===== config.mk =====
export PLATFORM = sky130hd
export DESIGN_NAME = wf68k30l_opcode_prefetch_flat
export DESIGN_NICKNAME = d
export VERILOG_FILES = /design/src/rtl/wf68k30l_opcode_prefetch_pkg.sv /design/src/rtl/wf68k30l_opcode_prefetch_if.sv /design/src/rtl/wf68k30l_prefetch_fifo.sv /design/src/rtl/wf68k30l_opcode_prefetch.sv /design/src/flat_wrapper.sv
export SDC_FILE = /design/constraint.sdc
export NUM_CORES = 1
export LEC_CHECK = 0
export CELL_PAD_IN_SITES_DETAIL_PLACEMENT = 1
export CELL_PAD_IN_SITES_GLOBAL_PLACEMENT = 2
export CORE_ASPECT_RATIO = 1.5
export CORE_MARGIN = 1
export CORE_UTILIZATION = 30
export CTS_CLUSTER_SIZE = 30
export DETAILED_ROUTE_END_ITERATION = 12
export HOLD_SLACK_MARGIN = 0.12
export PLACE_DENSITY = 0.71
export SYNTH_ARGS = -nofsm -noshare
export SYNTH_HDL_FRONTEND = slang
export SYNTH_SLANG_ARGS = --single-unit

===== constraint.sdc =====
create_clock -name i_clk -period 8 [get_ports i_clk]
set_input_delay 1.6 -clock i_clk [delete_from_list [all_inputs] [get_ports i_clk]]
set_output_delay 1.6 -clock i_clk [all_outputs]
set_load 0.01 [all_outputs]

===== src/rtl/wf68k30l_opcode_prefetch_pkg.sv =====
// Shared types for the WF68K30L instruction prefetch queue: bus FSM states,
// queue word layout and pointer sizing.
package wf68k30l_opcode_prefetch_pkg;

  localparam int unsigned PfDepth = 8;
  localparam int unsigned PfPtrW  = $clog2(PfDepth);

  typedef enum logic [1:0] {
    BusIdle,
    BusReq,
    BusHold
  } bus_state_e;

  // A poisoned word came back from a bus-errored fetch.
  typedef struct packed {
    logic        poison;
    logic [15:0] data;
  } qword_t;

  function automatic int unsigned ptr_width(int unsigned depth);
    return $clog2(depth);
  endfunction

endpackage


===== src/rtl/wf68k30l_opcode_prefetch_if.sv =====
// Control-unit handshake and instruction-bus signals of the prefetch unit.
interface wf68k30l_opcode_prefetch_if;
  logic        flush;
  logic [31:0] flush_pc;
  logic        ow_req;
  logic        ew_req;
  logic        ew_long;
  logic        opd_ack;
  logic        ow_rdy;
  logic        ew_ack;
  logic        ew_rdy;
  logic [15:0] biw_0;
  logic [31:0] pc_opcode;
  logic [31:0] ext_word;
  logic        fetch_berr;
  logic        ifetch_req;
  logic [31:0] ifetch_adr;
  logic        ifetch_ack;
  logic        ifetch_err;
  logic [31:0] ifetch_data;

  modport master (
    output flush, flush_pc, ow_req, ew_req, ew_long, ifetch_ack, ifetch_err, ifetch_data,
    input  opd_ack, ow_rdy, ew_ack, ew_rdy, biw_0, pc_opcode, ext_word, fetch_berr,
           ifetch_req, ifetch_adr
  );

  modport slave (
    input  flush, flush_pc, ow_req, ew_req, ew_long, ifetch_ack, ifetch_err, ifetch_data,
    output opd_ack, ow_rdy, ew_ack, ew_rdy, biw_0, pc_opcode, ext_word, fetch_berr,
           ifetch_req, ifetch_adr
  );
endinterface


===== src/rtl/wf68k30l_prefetch_fifo.sv =====
// Circular 16-bit word buffer with 0/1/2-word write and read per cycle and
// head / head+1 peek.
module wf68k30l_prefetch_fifo
  import wf68k30l_opcode_prefetch_pkg::*;
#(
  parameter  int unsigned Depth = PfDepth,
  localparam int unsigned PtrW  = ptr_width(Depth)
) (
  input  logic          i_clk,
  input  logic          i_rst_n,
  input  logic          i_clr,
  input  logic [1:0]    i_wr_num,
  input  qword_t        i_wr_word0,
  input  qword_t        i_wr_word1,
  input  logic [1:0]    i_rd_num,
  output qword_t        o_head,
  output qword_t        o_head1,
  output logic [PtrW:0] o_count
);

  qword_t            r_mem [Depth];
  logic [PtrW-1:0]   r_wr_ptr;
  logic [PtrW-1:0]   r_rd_ptr;
  logic [PtrW:0]     r_count;

  always_ff @(posedge i_clk) begin
    if (!i_clr && i_wr_num != 2'd0) begin
      r_mem[r_wr_ptr] <= i_wr_word0;
      if (i_wr_num == 2'd2) r_mem[r_wr_ptr + PtrW'(1)] <= i_wr_word1;
    end
  end

  always_ff @(posedge i_clk or negedge i_rst_n) begin
    if (!i_rst_n) begin
      r_wr_ptr <= '0;
      r_rd_ptr <= '0;
      r_count  <= '0;
    end else if (i_clr) begin
      r_wr_ptr <= '0;
      r_rd_ptr <= '0;
      r_count  <= '0;
    end else begin
      r_wr_ptr <= r_wr_ptr + PtrW'(i_wr_num);
      r_rd_ptr <= r_rd_ptr + PtrW'(i_rd_num);
      r_count  <= r_count + (PtrW + 1)'(i_wr_num) - (PtrW + 1)'(i_rd_num);
    end
  end

  assign o_head  = r_mem[r_rd_ptr];
  assign o_head1 = r_mem[r_rd_ptr + PtrW'(1)];
  assign o_count = r_count;

endmodule


===== src/rtl/wf68k30l_opcode_prefetch.sv =====
// WF68K30L instruction prefetch: longword fetches into a word queue, served
// to the control unit as operation words and extension words.
module wf68k30l_opcode_prefetch
  import wf68k30l_opcode_prefetch_pkg::*;
#(
  parameter int unsigned Depth = PfDepth
) (
  input logic                          i_clk,
  input logic                          i_rst_n,
  wf68k30l_opcode_prefetch_if.slave    io_pf
);

  localparam int unsigned PtrW = ptr_width(Depth);

  bus_state_e  r_state;
  logic [31:0] r_fetch_ptr, r_ifetch_adr, r_word_pc, r_pc_opcode, r_ext_word;
  logic [15:0] r_biw_0;
  logic        r_skip_upper, r_discard, r_fetch_en, r_frozen;
  logic        r_ow_pend, r_ew_pend, r_ew_long;
  logic        r_opd_ack, r_ow_rdy, r_ew_ack, r_ew_rdy, r_fetch_berr;

  qword_t        w_head, w_head1, w_wr0, w_wr1;
  logic [PtrW:0] w_count;
  logic [1:0]    w_wr_num, w_rd_num, w_ew_need;
  logic          w_ow_pend, w_ew_pend, w_ew_long, w_ew_go, w_ew_bad, w_ow_go, w_ow_bad;
  logic          w_bus_done, w_start, w_unused_pc0;

  assign w_unused_pc0 = io_pf.flush_pc[0];

  wf68k30l_prefetch_fifo #(.Depth(Depth)) u_fifo (
    .i_clk      (i_clk),
    .i_rst_n    (i_rst_n),
    .i_clr      (io_pf.flush),
    .i_wr_num   (w_wr_num),
    .i_wr_word0 (w_wr0),
    .i_wr_word1 (w_wr1),
    .i_rd_num   (w_rd_num),
    .o_head     (w_head),
    .o_head1    (w_head1),
    .o_count    (w_count)
  );

  always_comb begin
    w_ow_pend  = r_ow_pend | io_pf.ow_req;
    w_ew_pend  = r_ew_pend | io_pf.ew_req;
    w_ew_long  = io_pf.ew_req ? io_pf.ew_long : r_ew_long;
    w_ew_need  = w_ew_long ? 2'd2 : 2'd1;
    // Extension words take priority; a pending OW waits behind any pending EW.
    w_ew_go    = !io_pf.flush && w_ew_pend && !r_frozen && w_count >= (PtrW + 1)'(w_ew_need);
    w_ew_bad   = w_ew_go && (w_head.poison || (w_ew_long && w_head1.poison));
    w_ow_go    = !io_pf.flush && !w_ew_pend && w_ow_pend && !r_frozen && w_count != '0;
    w_ow_bad   = w_ow_go && w_head.poison;
    w_rd_num   = 2'd0;
    if (w_ew_go && !w_ew_bad) w_rd_num = w_ew_need;
    else if (w_ow_go && !w_ow_bad) w_rd_num = 2'd1;

    w_bus_done = (r_state == BusReq) && (io_pf.ifetch_ack || io_pf.ifetch_err);
    w_start    = (r_state == BusIdle) && !io_pf.flush && r_fetch_en &&
                 w_count <= (PtrW + 1)'(Depth - 2);
    w_wr_num   = 2'd0;
    w_wr0      = '{poison: 1'b0, data: io_pf.ifetch_data[31:16]};
    w_wr1      = '{poison: 1'b0, data: io_pf.ifetch_data[15:0]};
    if (!io_pf.flush && w_bus_done && !r_discard) begin
      if (io_pf.ifetch_err) begin
        w_wr_num = 2'd2;
        w_wr0.poison = 1'b1;
        w_wr1.poison = 1'b1;
      end else if (r_skip_upper) begin
        w_wr_num = 2'd1;
        w_wr0    = w_wr1;
      end else begin
        w_wr_num = 2'd2;
      end
    end
  end

  always_ff @(posedge i_clk or negedge i_rst_n) begin
    if (!i_rst_n) begin
      r_state      <= BusIdle;
      r_fetch_ptr  <= '0;
      r_ifetch_adr <= '0;
      r_word_pc    <= '0;
      r_pc_opcode  <= '0;
      r_ext_word   <= '0;
      r_biw_0      <= '0;
      r_skip_upper <= 1'b0;
      r_discard    <= 1'b0;
      r_fetch_en   <= 1'b0;
      r_frozen     <= 1'b0;
      r_ow_pend    <= 1'b0;
      r_ew_pend    <= 1'b0;
      r_ew_long    <= 1'b0;
      r_opd_ack    <= 1'b0;
      r_ow_rdy     <= 1'b0;
      r_ew_ack     <= 1'b0;
      r_ew_rdy     <= 1'b0;
      r_fetch_berr <= 1'b0;
    end else begin
      r_opd_ack    <= 1'b0;
      r_ew_ack     <= 1'b0;
      r_fetch_berr <= 1'b0;
      if (io_pf.flush) begin
        // An outstanding bus cycle must still complete; its result is dropped.
        r_state      <= (r_state == BusReq && !w_bus_done) ? BusReq : BusIdle;
        r_discard    <= (r_state == BusReq && !w_bus_done);
        r_fetch_ptr  <= {io_pf.flush_pc[31:2], 2'b00};
        r_skip_upper <= io_pf.flush_pc[1];
        r_word_pc    <= {io_pf.flush_pc[31:1], 1'b0};
        r_fetch_en   <= 1'b1;
        r_frozen     <= 1'b0;
        r_ow_pend    <= 1'b0;
        r_ew_pend    <= 1'b0;
        r_ow_rdy     <= 1'b0;
        r_ew_rdy     <= 1'b0;
      end else begin
        unique case (r_state)
          BusIdle: if (w_start) begin
            r_state      <= BusReq;
            r_ifetch_adr <= r_fetch_ptr;
          end
          BusReq: if (w_bus_done) begin
            if (r_discard) begin
              r_state   <= BusIdle;
              r_discard <= 1'b0;
            end else if (io_pf.ifetch_err) begin
              r_state <= BusHold;
            end else begin
              r_state      <= BusIdle;
              r_fetch_ptr  <= r_fetch_ptr + 32'd4;
              r_skip_upper <= 1'b0;
            end
          end
          default: r_state <= BusHold;
        endcase

        if (io_pf.ow_req) r_ow_rdy <= 1'b0;
        if (io_pf.ew_req) r_ew_rdy <= 1'b0;
        r_ow_pend <= w_ow_pend;
        r_ew_pend <= w_ew_pend;
        r_ew_long <= w_ew_long;

        if (w_ew_go) begin
          r_ew_pend <= 1'b0;
          if (w_ew_bad) begin
            r_fetch_berr <= 1'b1;
            r_frozen     <= 1'b1;
          end else begin
            r_ext_word <= w_ew_long ? {w_head.data, w_head1.data} : {16'h0000, w_head.data};
            r_word_pc  <= r_word_pc + (w_ew_long ? 32'd4 : 32'd2);
            r_ew_ack   <= 1'b1;
            r_ew_rdy   <= 1'b1;
          end
        end
        if (w_ow_go) begin
          r_ow_pend <= 1'b0;
          if (w_ow_bad) begin
            r_fetch_berr <= 1'b1;
            r_frozen     <= 1'b1;
          end else begin
            r_biw_0     <= w_head.data;
            r_pc_opcode <= r_word_pc;
            r_word_pc   <= r_word_pc + 32'd2;
            r_opd_ack   <= 1'b1;
            r_ow_rdy    <= 1'b1;
          end
        end
      end
    end
  end

  assign io_pf.opd_ack    = r_opd_ack;
  assign io_pf.ow_rdy     = r_ow_rdy;
  assign io_pf.ew_ack     = r_ew_ack;
  assign io_pf.ew_rdy     = r_ew_rdy;
  assign io_pf.biw_0      = r_biw_0;
  assign io_pf.pc_opcode  = r_pc_opcode;
  assign io_pf.ext_word   = r_ext_word;
  assign io_pf.fetch_berr = r_fetch_berr;
  assign io_pf.ifetch_req = (r_state == BusReq);
  assign io_pf.ifetch_adr = (r_state == BusReq) ? r_ifetch_adr : 32'd0;

endmodule

===== src/flat_wrapper.sv =====
// flat-port wrapper written by rule: the top's interface ports become plain ports
module wf68k30l_opcode_prefetch_flat import wf68k30l_opcode_prefetch_pkg::*;
#(
  parameter int unsigned Depth = PfDepth
)
  (i_clk, i_rst_n, io_pf_flush, io_pf_flush_pc, io_pf_ow_req, io_pf_ew_req, io_pf_ew_long, io_pf_ifetch_ack, io_pf_ifetch_err, io_pf_ifetch_data, io_pf_opd_ack, io_pf_ow_rdy, io_pf_ew_ack, io_pf_ew_rdy, io_pf_biw_0, io_pf_pc_opcode, io_pf_ext_word, io_pf_fetch_berr, io_pf_ifetch_req, io_pf_ifetch_adr);
  wf68k30l_opcode_prefetch_if io_pf_i ();
  input logic i_clk;
  input logic i_rst_n;
  input wire logic [$bits(io_pf_i.flush)-1:0] io_pf_flush;
  input wire logic [$bits(io_pf_i.flush_pc)-1:0] io_pf_flush_pc;
  input wire logic [$bits(io_pf_i.ow_req)-1:0] io_pf_ow_req;
  input wire logic [$bits(io_pf_i.ew_req)-1:0] io_pf_ew_req;
  input wire logic [$bits(io_pf_i.ew_long)-1:0] io_pf_ew_long;
  input wire logic [$bits(io_pf_i.ifetch_ack)-1:0] io_pf_ifetch_ack;
  input wire logic [$bits(io_pf_i.ifetch_err)-1:0] io_pf_ifetch_err;
  input wire logic [$bits(io_pf_i.ifetch_data)-1:0] io_pf_ifetch_data;
  output wire logic [$bits(io_pf_i.opd_ack)-1:0] io_pf_opd_ack;
  output wire logic [$bits(io_pf_i.ow_rdy)-1:0] io_pf_ow_rdy;
  output wire logic [$bits(io_pf_i.ew_ack)-1:0] io_pf_ew_ack;
  output wire logic [$bits(io_pf_i.ew_rdy)-1:0] io_pf_ew_rdy;
  output wire logic [$bits(io_pf_i.biw_0)-1:0] io_pf_biw_0;
  output wire logic [$bits(io_pf_i.pc_opcode)-1:0] io_pf_pc_opcode;
  output wire logic [$bits(io_pf_i.ext_word)-1:0] io_pf_ext_word;
  output wire logic [$bits(io_pf_i.fetch_berr)-1:0] io_pf_fetch_berr;
  output wire logic [$bits(io_pf_i.ifetch_req)-1:0] io_pf_ifetch_req;
  output wire logic [$bits(io_pf_i.ifetch_adr)-1:0] io_pf_ifetch_adr;
  assign io_pf_i.flush = io_pf_flush;
  assign io_pf_i.flush_pc = io_pf_flush_pc;
  assign io_pf_i.ow_req = io_pf_ow_req;
  assign io_pf_i.ew_req = io_pf_ew_req;
  assign io_pf_i.ew_long = io_pf_ew_long;
  assign io_pf_i.ifetch_ack = io_pf_ifetch_ack;
  assign io_pf_i.ifetch_err = io_pf_ifetch_err;
  assign io_pf_i.ifetch_data = io_pf_ifetch_data;
  assign io_pf_opd_ack = io_pf_i.opd_ack;
  assign io_pf_ow_rdy = io_pf_i.ow_rdy;
  assign io_pf_ew_ack = io_pf_i.ew_ack;
  assign io_pf_ew_rdy = io_pf_i.ew_rdy;
  assign io_pf_biw_0 = io_pf_i.biw_0;
  assign io_pf_pc_opcode = io_pf_i.pc_opcode;
  assign io_pf_ext_word = io_pf_i.ext_word;
  assign io_pf_fetch_berr = io_pf_i.fetch_berr;
  assign io_pf_ifetch_req = io_pf_i.ifetch_req;
  assign io_pf_ifetch_adr = io_pf_i.ifetch_adr;
  wf68k30l_opcode_prefetch #(.Depth(Depth)) u_core (.i_clk(i_clk), .i_rst_n(i_rst_n), .io_pf(io_pf_i));
endmodule

[After elaboration in Yosys (flattened, before gate mapping)]
Memories as Yosys holds them, arrays and structs flattened.
Index checks and enable logic that the tools add are counted.
Operators by class
  add/subtract/negate cells: 9
  $lt $le $gt $ge: 2
  equal/unequal tests: 6
  mux-type cells: 77
  bitwise logic cells: 5
  reductions and logical operators: 40
Operator list (count)
  $mux W32: 12
  $mux W1: 47
  $add A32 B2 Y32 const B: 1
  $add A32 B3 Y32 const B: 1
  $add A32 B32 Y32: 1
  $mux W16: 2
  $logic_and A1 B1 Y1: 20
  $mux W2: 10
  $mux W17: 1
  $mux W3: 3
  $reduce_and A3 Y1: 3
  $logic_not A1 Y1: 7
  $add A3 B1 Y3 const B: 2
  $add A3 B2 Y3: 2
  $ne A3 B2 Y1 const B: 2
  $reduce_bool A2 Y1: 3
  $add A4 B2 Y4: 1
  $ge A4 B2 Y1: 1
  $le A4 B3 Y1 const B: 1
  $mux W4: 1
  $ne A2 B2 Y1 const B: 2
  $pmux W2 S2: 1
  $reduce_and A2 Y1: 2
  $reduce_and A4 Y1: 1
  other kinds (8): 12
Word-level totals
  bits in registers: 200
  RAM bits: 136
  input port bits: 72
  memories kept: 1
Memory list
  u_core.u_fifo.r_mem: words 8, bits a word 17, read ports 2, clocked after memory_dff 0, write ports 2, line wf68k30l_prefetch_fifo.sv:21  | qword_t r_mem [Depth];

[Depth between registers and ports, before layout]
Gate-level depths: netlist of the first run.
  word-level depth: 13
  mapped depth: 18
  gate-level depth less buffers: 15

[Cells and area by module]
From an unflattened synthesis of the first run, not the netlist that was laid out.
Unflattened totals
  cell total of the unflattened synthesis: 1324
  area total of the unflattened synthesis: 17425.5 um2
Modules (own cells, without submodules)
  wf68k30l_opcode_prefetch: times used 1, cells an instance 835, area each 8882.3 um2
  wf68k30l_prefetch_fifo: times used 1, cells an instance 489, area each 8543.2 um2

[Worst setup path after synthesis of the first run]
OpenSTA, ideal clock, no wires.
  kind: in2reg
  from: input io_pf_ew_req
  to: register u_core.u_fifo.r_count[3] (netlist: u_core.u_fifo.o_count[3])
  library setup time: 0.132 ns
  data arrival time: 5.089 ns
  required time: 7.868 ns
  slack: 2.780 ns
  stages on the path: 17
  cells stage by stage: mux2_2 clkinv_1 clkbuf_1 ha_1 a21boi_0 o21a_1 nor3_1 nand2_1 buf_2 nor2_1 inv_1 fa_1 ha_1 a21o_1 a21oi_1 xnor2_1 nor2_1
On the way
  word-level cells in the longest chain between the ends: 13
  elaborated cells between the ends (all ways): 24
  those cells by class: 1 x add/sub; 1 x order compare; 5 x mux; 1 x bitwise; 16 x reduce/logical
Ends and longest elaborated chain
  from (decl): line flat_wrapper.sv:13  | input wire logic [$bits(io_pf_i.ew_req)-1:0] io_pf_ew_req;
  parallel branches: the longest is 10 deep, another holds $ge A4 B2 Y1
  $mux W2 *: line wf68k30l_opcode_prefetch.sv:54  | if (w_ew_go && !w_ew_bad) w_rd_num = w_ew_need;
  $sub A4 B2 Y4 *: line wf68k30l_prefetch_fifo.sv:45  | r_count <= r_count + (PtrW + 1)'(i_wr_num) - (PtrW + 1)'(i_rd_num);
  $mux W4 *: line wf68k30l_prefetch_fifo.sv:38  | end else if (i_clr) begin
  to (signal assigned): line wf68k30l_prefetch_fifo.sv:45
  to (decl): line wf68k30l_prefetch_fifo.sv:24  | logic [PtrW:0] r_count;
Every way passes the cells marked *.
A chain may end at the register's enable or synchronous reset.

[Worst setup path after layout of the first run]
  from: input io_pf_ew_long
  to: register u_core.u_fifo.r_count[1] (netlist: u_core.u_fifo.o_count[1])
On the way
  word-level cells in the longest chain between the ends: 10
  elaborated cells between the ends (all ways): 12
  those cells by class: 1 x add/sub; 1 x order compare; 4 x mux; 6 x reduce/logical
Ends and longest elaborated chain
  from (decl): line flat_wrapper.sv:14  | input wire logic [$bits(io_pf_i.ew_long)-1:0] io_pf_ew_long;
  $mux W1 *: line wf68k30l_opcode_prefetch.sv:46  | w_ew_long = io_pf.ew_req ? io_pf.ew_long : r_ew_long;
  $mux W2: line wf68k30l_opcode_prefetch.sv:47  | w_ew_need = w_ew_long ? 2'd2 : 2'd1;
  $ge A4 B2 Y1: line wf68k30l_opcode_prefetch.sv:49  | w_ew_go = !io_pf.flush && w_ew_pend && !r_frozen && w_count >= (PtrW + 1)'(w_ew_need);
  $logic_and A1 B1 Y1: line wf68k30l_opcode_prefetch.sv:49
  $logic_and A1 B1 Y1: line wf68k30l_opcode_prefetch.sv:50  | w_ew_bad = w_ew_go && (w_head.poison || (w_ew_long && w_head1.poison));
  $logic_not A1 Y1: line wf68k30l_opcode_prefetch.sv:54
  $logic_and A1 B1 Y1: line wf68k30l_opcode_prefetch.sv:54
  $mux W2 *: line wf68k30l_opcode_prefetch.sv:54
  $sub A4 B2 Y4 *: line wf68k30l_prefetch_fifo.sv:45
  $mux W4 *: line wf68k30l_prefetch_fifo.sv:38
Every way passes the cells marked *; elsewhere a longest branch is shown, timed or not.

==> flow_metrics.tcl, run 1 <==
set metrics [dict create \
    status "complete, no violations" \
    crit_slowest_cell "nor3_1" \
    netlist.area_leader.share 0.2816 \
    max_stage_delay_ns 0.66 \
    pin_count 190 \
    p_sw_frac 0.3107 \
    syn-cell-area_mm2 0.01724 \
    grt.total_usage 0.1922 \
    placed_cell_area_mm2 0.01989 \
    ys_warn_count 0 \
    num_rows 107 \
    synthFlopType "dfrtp_1" \
    drt_iter0_markers 596 \
    clockBufferDepth 3 \
    whs_path_depth 1 \
    synth-async-reset-ratio 0.5879 \
    drtAntennaViolNets 0 \
    internal-power_uw 4083 \
    cts-buffers-inserted 37 \
    clockPowerShare 0.299 \
    min_period_ns 6.149 \
    grt_pass1_vias 13130 \
    crit_chain "clkdlybuf4s50_1, mux2_2, clkinv_1, buf_4, ha_1, nor2b_1, o21a_1, nor3_1, nand2_2, buf_4, o21ai_1, ha_1, inv_1, ha_1, fa_1, nor2b_1" \
    finalHoldViolations 0 \
    slew_violations 0 \
    finish.utilization 0.3720 \
    min_to "u_core.r_fetch_en" \
    place_ws_ns 1.227 \
    antenna_found_initial 4 \
    vdd_drop_max_mv 0.1783 \
    relSlewSlack 0.2548 \
    p_seq_frac 0.395 \
    syn_area_per_cell_um2 12.32 \
    post-route-period-util 0.7687 \
    cp-end-kind "register" \
    critPathArrivalTime_ns 6.57 \
    r2r_start "u_core.r_ew_long" \
    clk-insertion-delay-late_ns 0.57 \
    worstMarginPinSlew_ns 1.115 \
    clockRootBuffer "clkbuf_16" \
    synth-edff-count 136 \
    grtUsageMet2 0.3623 \
    cts_max_level 2 \
    cts_setup_buffers 0 \
    synth_cell_types 71 \
    cellPowerDensity_mw_per_mm2 280.5 \
    dieArea_mm2 0.05845 \
    synthTopCellsByArea "dfrtp_1, edfxtp_1, mux2_2" \
    avgRoutedWirePerCell_um 23.37 \
    yosysTopAreaCell "dfrtp_1" \
    r2r_slack_ns 3.14 \
    final_area_mm2 0.02112 \
    dr_total_vias 12070 \
    leakage_uw 0.007787 \
    die_w_um 197.7 \
    cpLargestDelayFamily "buffers and inverters" \
    grt_overflow 0 \
    drv_cap 0 \
    drc_errors 0 \
    fin_setup_tns_ns 0 \
    worstPathMaxFanout 68 \
    required_ns 8.42 \
    p_comb_frac 0.305 \
    synth_seq_area_share 0.5184 \
    vias_per_cell 5.115 \
    fmax_mhz 162.6 \
    synthCells 1400 \
    cp_num_buf_inv 5 \
    start_kind "input port" \
    setup_viol 0 \
    min_path_type "register to register" \
    cts_tree "built" \
    drt_wl_total_mm 55.13 \
    num-fill-cells 6135 \
    cts.sinks 330 \
    start_util 0.3037 \
    worst-setup-path-type "input port to register" \
    drive_gt1_frac 0.2287 \
    dp.final_hpwl_mm 37.86 \
    power_switching_uw 1840 \
    min-delay-start "u_core.r_fetch_en" \
    num_antenna_cells 0 \
    grt_max_degree 74 \
    worst_slack_ns 1.851 \
    fin_skew_ns 0.02977 \
    grt_use_met1 0.2112 \
    nNetsFinal 1661 \
    grt.busiest_layer "met2" \
    port_buffers 185 \
    reg2reg_depth 15 \
    path_common_cell "ha_1" \
    synth-seq-cells 330 \
    die_h_um 295.6 \
    first_pass_iters 5 \
    areaGrowthSynthToFinish_pct 22.48 \
    rsz0062_at_grt "no" \
    clk_pin_slew_worst_paths_ns 0.06 \
    fp.coreArea_mm2 0.05676 \
    total_power_uw 5923 \
    use_met3 0.03412 \
    place.gp.congestion 0.7943 \
    worstReg2RegEnd "u_core.u_fifo.o_count[1]" \
    grt_pass1_wl_mm 83.12 \
    cts_resized 0 \
    hold_buffers 0 \
]
==> metrics by stage <==
| step | hold slack [ns] | cells |
|---|---|---|
| global route | 0.4819 | 2359 |
| finish | 0.4671 | 2359 |
| floorplan | 0.4285 | 1402 |
| global placement | 0.4471 | 2291 |
| CTS | 0.4727 | 2359 |
| detailed placement | 0.4571 | 2291 |
==> power groups by stage <==
| stage | logic [µW] | clock network [µW] | registers [µW] |
|---|---|---|---|
| after global routing | 1980 | 1870 | 2390 |
| after CTS | 1860 | 1820 | 2350 |
| after global placement | 1820 | 0 | 2360 |
| after detailed placement | 1850 | 0 | 2380 |
| after floorplan | 924 | 0 | 2380 |
| final | 1810 | 1770 | 2340 |
==> synth_stat cells, types with 12 or more instances <==
library cell  count
nand2_1         191
inv_1            23
nor2_1           81
ha_1             17
mux4_2           68
dfrtp_1         194
nor3_1           26
mux2i_1          21
xnor2_1          32
o21ai_0          37
mux2_2          190
buf_1            16
o21ai_1          18
edfxtp_1        136
and2_1           32
clkbuf_1         40
a211oi_1         12
nand3_1          24
nand2b_1         15
a21oi_1          38
buf_2            18
==> area by class of cell <==
class / instances / area (µm²) / share of cell area
clock inverter: 14 / 181.4 / 0.008591
tap: 763 / 954.7 / 0.04521
clock buffer: 54 / 1050 / 0.04971
timing repair buffer: 211 / 2046 / 0.09687
inverter: 26 / 97.59 / 0.004621
sequential: 330 / 8942 / 0.4234
multi-input combinational: 961 / 7846 / 0.3715
==> worst max path at each step <==
stage,from,endpoint,depth (start not counted)
floorplan,io_pf_ew_req,u_core.u_fifo.o_count[3],17
global placement,io_pf_ew_long,u_core.u_fifo.o_count[3],18
detailed placement,io_pf_ew_req,u_core.u_fifo.o_count[3],18
CTS,io_pf_ew_req,u_core.u_fifo.o_count[1],16
global route,io_pf_ew_req,u_core.u_fifo.o_count[3],18
finish,io_pf_ew_long,u_core.u_fifo.o_count[1],16
==> cell families (layout without fill, tap and decap cells) <==
kind of cell / after synthesis / count (layout) / share of synthesized area
fa+ha+maj: 22 / 22 / 0.01814
buf+inv: 111 / 305 / 0.02859
compound gates: 166 / 166 / 0.06205
simple gates: 445 / 445 / 0.1226
other cells: 1 / 3 / 0.0002175
mux: 285 / 285 / 0.2292
xor+xnor: 40 / 40 / 0.02076
flops: 330 / 330 / 0.5184
==> state kept, by name, summed over array words and instances (netlist names), 2 cells and up <==
register / count
u_core.r_fetch_ptr: 30
u_core.r_ifetch_adr: 30
u_core.u_fifo.r_wr_ptr: 3
u_core.r_state: 2
u_core.io_pf.ext_word: 32
u_core.u_fifo.o_count: 4
u_core.io_pf.pc_opcode: 31
u_core.u_fifo.r_rd_ptr: 3
u_core.u_fifo.r_mem: 136
u_core.io_pf.biw_0: 16
u_core.r_word_pc: 31
==> cells in the final DEF (no fill, tap or decap), types with 24 or more instances in the layout <==
master / netlist / final
dfrtp_1: 194 / 193
mux2_2: 190 / 190
nand2_1: 191 / 190
clkdlybuf4s50_1: 0 / 183
edfxtp_1: 136 / 136
nor2_1: 81 / 81
mux4_2: 68 / 68
a21oi_1: 38 / 38
clkbuf_16: 0 / 37
xnor2_1: 32 / 32
and2_1: 32 / 32
o21ai_0: 37 / 31
nor3_1: 26 / 26
buf_4: 6 / 26
nand3_1: 24 / 24
o21ai_1: 18 / 24
==> routing by layer <==
metal  part of all wire  wire (µm)
met1               0.38      21020
met2               0.54      29630
met3              0.043       2355
met4              0.038       2074
met5            0.00091         50
Power figures use the tool's default switching activity.
==> run 2, diff against run 1 <==
PLACE_DENSITY = 0.73   (was 0.71)
clock period = 5.1 ns   (was 8 ns; I/O delays follow)
==> flow_metrics.tcl, run 2 (synthesized netlist as in run 1, its figures left out) <==
set metrics [dict create \
    status "complete, no violations" \
    final_area_mm2 0.02116 \
    drt_iter0_markers 697 \
    p_seq_frac 0.399 \
    finalHoldViolations 0 \
    total_power_uw 9216 \
    rsz0062_at_grt "no" \
    antenna_found_initial 3 \
    r2r_start "u_core.u_fifo.r_rd_ptr[0]" \
    min_path_type "register to register" \
    pin_count 190 \
    die_w_um 197.7 \
    place.gp.congestion 0.7922 \
    worstPathMaxFanout 21 \
    clockRootBuffer "clkbuf_16" \
    clk-insertion-delay-late_ns 0.56 \
    port_buffers 185 \
    min_period_ns 4.319 \
    whs_path_depth 1 \
    drtAntennaViolNets 0 \
    clockPowerShare 0.291 \
    cellPowerDensity_mw_per_mm2 435.6 \
    clockBufferDepth 3 \
    clk_pin_slew_worst_paths_ns 0.06 \
    dieArea_mm2 0.05845 \
    grt_pass1_wl_mm 81.16 \
    grt_max_degree 104 \
    num-fill-cells 6146 \
    cts_tree "built" \
    worst_slack_ns 0.7810 \
    fp.coreArea_mm2 0.05676 \
    cts_setup_buffers 0 \
    leakage_uw 0.007815 \
    num_antenna_cells 0 \
    areaGrowthSynthToFinish_pct 22.70 \
    worstMarginPinSlew_ns 0.9413 \
    top_register "u_core.u_fifo.r_mem" \
    fin_setup_tns_ns 0 \
    dp.final_hpwl_mm 36.74 \
    drive_gt1_frac 0.2336 \
    grt_pass1_vias 13060 \
    power_switching_uw 2885 \
    cp-end-kind "register" \
    worst-setup-path-type "register to register" \
    cts_max_level 2 \
    required_ns 5.50 \
    slew_violations 0 \
    place_ws_ns 0.4585 \
    largest_reg_flops 136 \
    die_h_um 295.6 \
    hold_buffers 0 \
    cts-buffers-inserted 37 \
    first_pass_iters 5 \
    cts_resized 0 \
    nNetsFinal 1672 \
    min_to "u_core.r_fetch_en" \
    setup_viol 0 \
    post-route-period-util 0.8469 \
    grt_overflow 0 \
    start_kind "register" \
    placed_cell_area_mm2 0.01997 \
    fmax_mhz 231.5 \
    drc_errors 0 \
    min-delay-start "u_core.r_fetch_en" \
    cts.sinks 330 \
    final_common_cell "dfrtp_1" \
    p_sw_frac 0.3130 \
    critPathArrivalTime_ns 4.71 \
    vdd_drop_max_mv 0.2304 \
    relSlewSlack 0.3645 \
    r2r_slack_ns 0.78 \
    drv_cap 0 \
    drt_wl_total_mm 53.56 \
    mostFrequentLayoutCells "dfrtp_1, mux2_2, nand2_1, clkdlybuf4s50_1, edfxtp_1" \
    p_comb_frac 0.311 \
    grt.total_usage 0.1858 \
    reg2reg_depth 13 \
    start_util 0.3037 \
    vias_per_cell 5.130 \
    dr_total_vias 12150 \
    num_rows 107 \
    avgRoutedWirePerCell_um 22.62 \
    fin_skew_ns 0.02886 \
    internal-power_uw 6331 \
    worstReg2RegEnd "u_core.u_fifo.o_count[3]" \
]
[run 2: cell count changes in the layout (fill, tap and decap cells not counted), sizes merged]
cell	before	now
buf	27	38
clkbuf	55	45
clkinv	7	13
clkinvlp	1	4
inv	29	28
[run 2: power by group through the flow]
stage / logic, µW / clock network, µW / registers [µW]
finish: 2860 / 2680 / 3680
global route: 3120 / 2850 / 3750
CTS: 2930 / 2770 / 3680
detailed placement: 2910 / 0 / 3730
global placement: 2860 / 0 / 3710
floorplan: 1450 / 0 / 3730
[run 2: area by class of cell]
| cell class | count | area [µm²] | area share |
|---|---|---|---|
| inverter | 26 | 97.59 | 0.004613 |
| sequential | 330 | 8942 | 0.4227 |
| tap | 763 | 954.7 | 0.04513 |
| clock inverter | 22 | 222.7 | 0.01053 |
| timing repair buffer | 222 | 2141 | 0.1012 |
| clock buffer | 44 | 962.2 | 0.04548 |
| multi-input combinational | 961 | 7835 | 0.3704 |
[run 2: metal layers]
layer | vias up | wire length, µm | part of all wire | track usage
met2 | 256 | 28560 | 0.53 | 0.3447
met5 | - | 27 | 0.00050 | 0
met3 | 93 | 2170 | 0.041 | 0.02809
li1 | 5479 | - | - | -
met1 | 6315 | 21140 | 0.39 | 0.2147
met4 | 6 | 1671 | 0.031 | 0.06542
[run 2: stage by stage]
stage	utilization	std cells	hold slack, ns
6_report	0.3727	2368	0.4736
5_1_grt	0.3727	2368	0.4741
4_1_cts	0.3727	2368	0.4693
3_5_place_dp	0.3518	2302	0.4537
3_3_place_gp	0.3518	2302	0.4474
2_1_floorplan	-	1402	0.4285
[run 2: how the worst max path moves through the flow]
stage                              startpoint                       end  slack [ns]  cells past startpoint
floorplan                        io_pf_ew_req  u_core.u_fifo.o_count[3]        0.46                     17
global placement                 io_pf_ew_req  u_core.u_fifo.o_count[3]        0.48                     16
detailed placement               io_pf_ew_req  u_core.u_fifo.o_count[3]        0.46                     16
CTS                 u_core.u_fifo.r_rd_ptr[0]  u_core.u_fifo.o_count[3]        0.70                     13
global route        u_core.u_fifo.r_rd_ptr[0]  u_core.u_fifo.o_count[3]        0.46                     13
finish              u_core.u_fifo.r_rd_ptr[0]  u_core.u_fifo.o_count[3]        0.78                     13
[run 2: worst max-delay path, cell delays in order (launching register included)]
cell and delay, ns:
dfrtp_4 0.62, ha_2 0.70, mux4_2 0.57, mux2i_1 0.28, o21ba_4 0.28, nand2_2 0.09
nor2_1 0.18, inv_1 0.09, fa_1 0.49, ha_1 0.31, a21o_1 0.18, a21oi_1 0.17
xnor2_1 0.13, nor2_1 0.05
==> run 3, diff against run 2 <==
PLACE_DENSITY = 0.71   (was 0.73)
clock period = 4.5 ns   (was 5.1 ns; I/O delays follow)
==> flow_metrics.tcl, run 3 (synthesized netlist as in run 1, its figures left out) <==
set metrics [dict create \
    clockPowerShare 0.301 \
    mostFrequentLayoutCells "dfrtp_1, mux2_2, nand2_1, clkdlybuf4s50_1, edfxtp_1" \
    drtAntennaViolNets 0 \
    largest_reg_flops 136 \
    p_seq_frac 0.391 \
    fin_setup_tns_ns 0 \
    cellPowerDensity_mw_per_mm2 498.1 \
    start_util 0.3037 \
    cts_tree "built" \
    first_pass_iters 4 \
    worstPathMaxFanout 29 \
    power_switching_uw 3255 \
    highest_layer "met5" \
    clockRootBuffer "clkbuf_16" \
    post-route-period-util 0.8532 \
    drt_iter0_markers 570 \
    pin_count 190 \
    place.gp.congestion 0.7811 \
    setup_viol 0 \
    finalHoldViolations 0 \
    final_area_mm2 0.02127 \
    cp-end-kind "register" \
    fp.coreArea_mm2 0.05676 \
    grt_pass1_vias 13420 \
    grt.total_usage 0.1941 \
    port_buffers 185 \
    dr_total_vias 12080 \
    fin_skew_ns 0.03348 \
    leakage_uw 0.007889 \
    total_power_uw 10600 \
    cts-buffers-inserted 37 \
    grt_overflow 0 \
    wl_met2_mm 29.06 \
    final_common_cell "dfrtp_1" \
    p_comb_frac 0.308 \
    relSlewSlack 0.3928 \
    drt_wl_total_mm 55.31 \
    worstReg2RegEnd "u_core.u_fifo.o_count[3]" \
    slew_violations 0 \
    register_area_mm2 0.008942 \
    vdd_drop_max_mv 0.3242 \
    placed_cell_area_mm2 0.02001 \
    dp.final_hpwl_mm 38.27 \
    r2r_start "u_core.u_fifo.r_rd_ptr[0]" \
    fmax_mhz 260.5 \
    internal-power_uw 7341 \
    clk-insertion-delay-late_ns 0.57 \
    cts_max_level 2 \
    grt_pass1_wl_mm 84.02 \
    status "complete, no violations" \
    start_kind "register" \
    worst_slack_ns 0.6606 \
    num_antenna_cells 0 \
    multi_input_area_mm2 0.007835 \
    required_ns 4.91 \
    num_rows 107 \
    hold_buffers 0 \
    clk_pin_slew_worst_paths_ns 0.06 \
    antenna_found_initial 2 \
    reg2reg_depth 13 \
    worst-setup-path-type "register to register" \
    dieArea_mm2 0.05845 \
    r2r_slack_ns 0.66 \
    min_period_ns 3.839 \
    cts_resized 0 \
    met1_length_mm 20.68 \
    place_ws_ns 0.1049 \
    clockBufferDepth 3 \
    critPathArrivalTime_ns 4.25 \
    die_w_um 197.7 \
    drive_gt1_frac 0.2377 \
    min_path_type "input port to async pin" \
    die_h_um 295.6 \
    met3_length_mm 2.694 \
    cts.sinks 330 \
    num-fill-cells 6169 \
    areaGrowthSynthToFinish_pct 23.38 \
    drc_errors 0 \
    finish.utilization 0.3748 \
    p_sw_frac 0.3072 \
    worstMarginPinSlew_ns 0.8994 \
    vias_per_cell 5.090 \
    nNetsFinal 1677 \
    grt_max_degree 87 \
    rsz0062_at_grt "no" \
    cts_setup_buffers 0 \
    drv_cap 0 \
    avgRoutedWirePerCell_um 23.30 \
    top_register "u_core.u_fifo.r_mem" \
]
run 3: per-layer routing:
metal | vias to the layer above | track usage
li1 | 5482 | -
met1 | 6169 | 0.2135
met2 | 306 | 0.3553
met3 | 122 | 0.03412
met4 | 4 | 0.09888
met5 | - | 0
run 3: area by class of cell:
type                            instances  share of cell area
Tap cell                              763             0.04488
Clock buffer                           46             0.04699
Clock inverter                         21             0.01247
Multi-Input combinational cell        961              0.3683
Timing Repair Buffer                  227              0.1024
Sequential cell                       330              0.4204
Inverter                               26            0.004588
run 3: through the flow:
step | hold WS (ns) | instances
after floorplan | 0.4285 | 1402
after global placement | 0.4467 | 2307
after detailed placement | 0.4493 | 2307
after CTS | 0.4604 | 2374
after global routing | 0.4775 | 2374
final | 0.4165 | 2374
run 3: power groups by stage:
stage	Clock, µW	Combinational [µW]	Sequential (µW)
detailed placement	0	3330	4210
global route	3380	3570	4230
global placement	0	3270	4180
finish	3190	3270	4140
CTS	3280	3350	4150
floorplan	0	1640	4230
run 3: critical path, cell delays in order (launching register included):
cell     delay (ns)
dfrtp_4        0.41
buf_4          0.41
mux4_2         0.56
mux2_4         0.32
o21ba_4        0.33
nand2_2        0.09
nor2_1         0.14
inv_1          0.08
fa_1           0.49
ha_1           0.31
a21o_1         0.18
a21oi_1        0.17
xnor2_1        0.14
nor2_1         0.05
run 3: worst max path at each step:
stage          cells past startpoint  slack (ns)                        to                 startpoint
6_report                          13        0.66  u_core.u_fifo.o_count[3]  u_core.u_fifo.r_rd_ptr[0]
5_1_grt                           11        0.37      u_core.r_word_pc[23]               io_pf_ew_req
4_1_cts                           13        0.60  u_core.u_fifo.o_count[3]  u_core.u_fifo.r_rd_ptr[0]
3_5_place_dp                      16        0.10  u_core.u_fifo.o_count[3]               io_pf_ew_req
3_3_place_gp                      11        0.10       u_core.r_word_pc[7]               io_pf_ew_req
2_1_floorplan                     17        0.07  u_core.u_fifo.o_count[3]               io_pf_ew_req
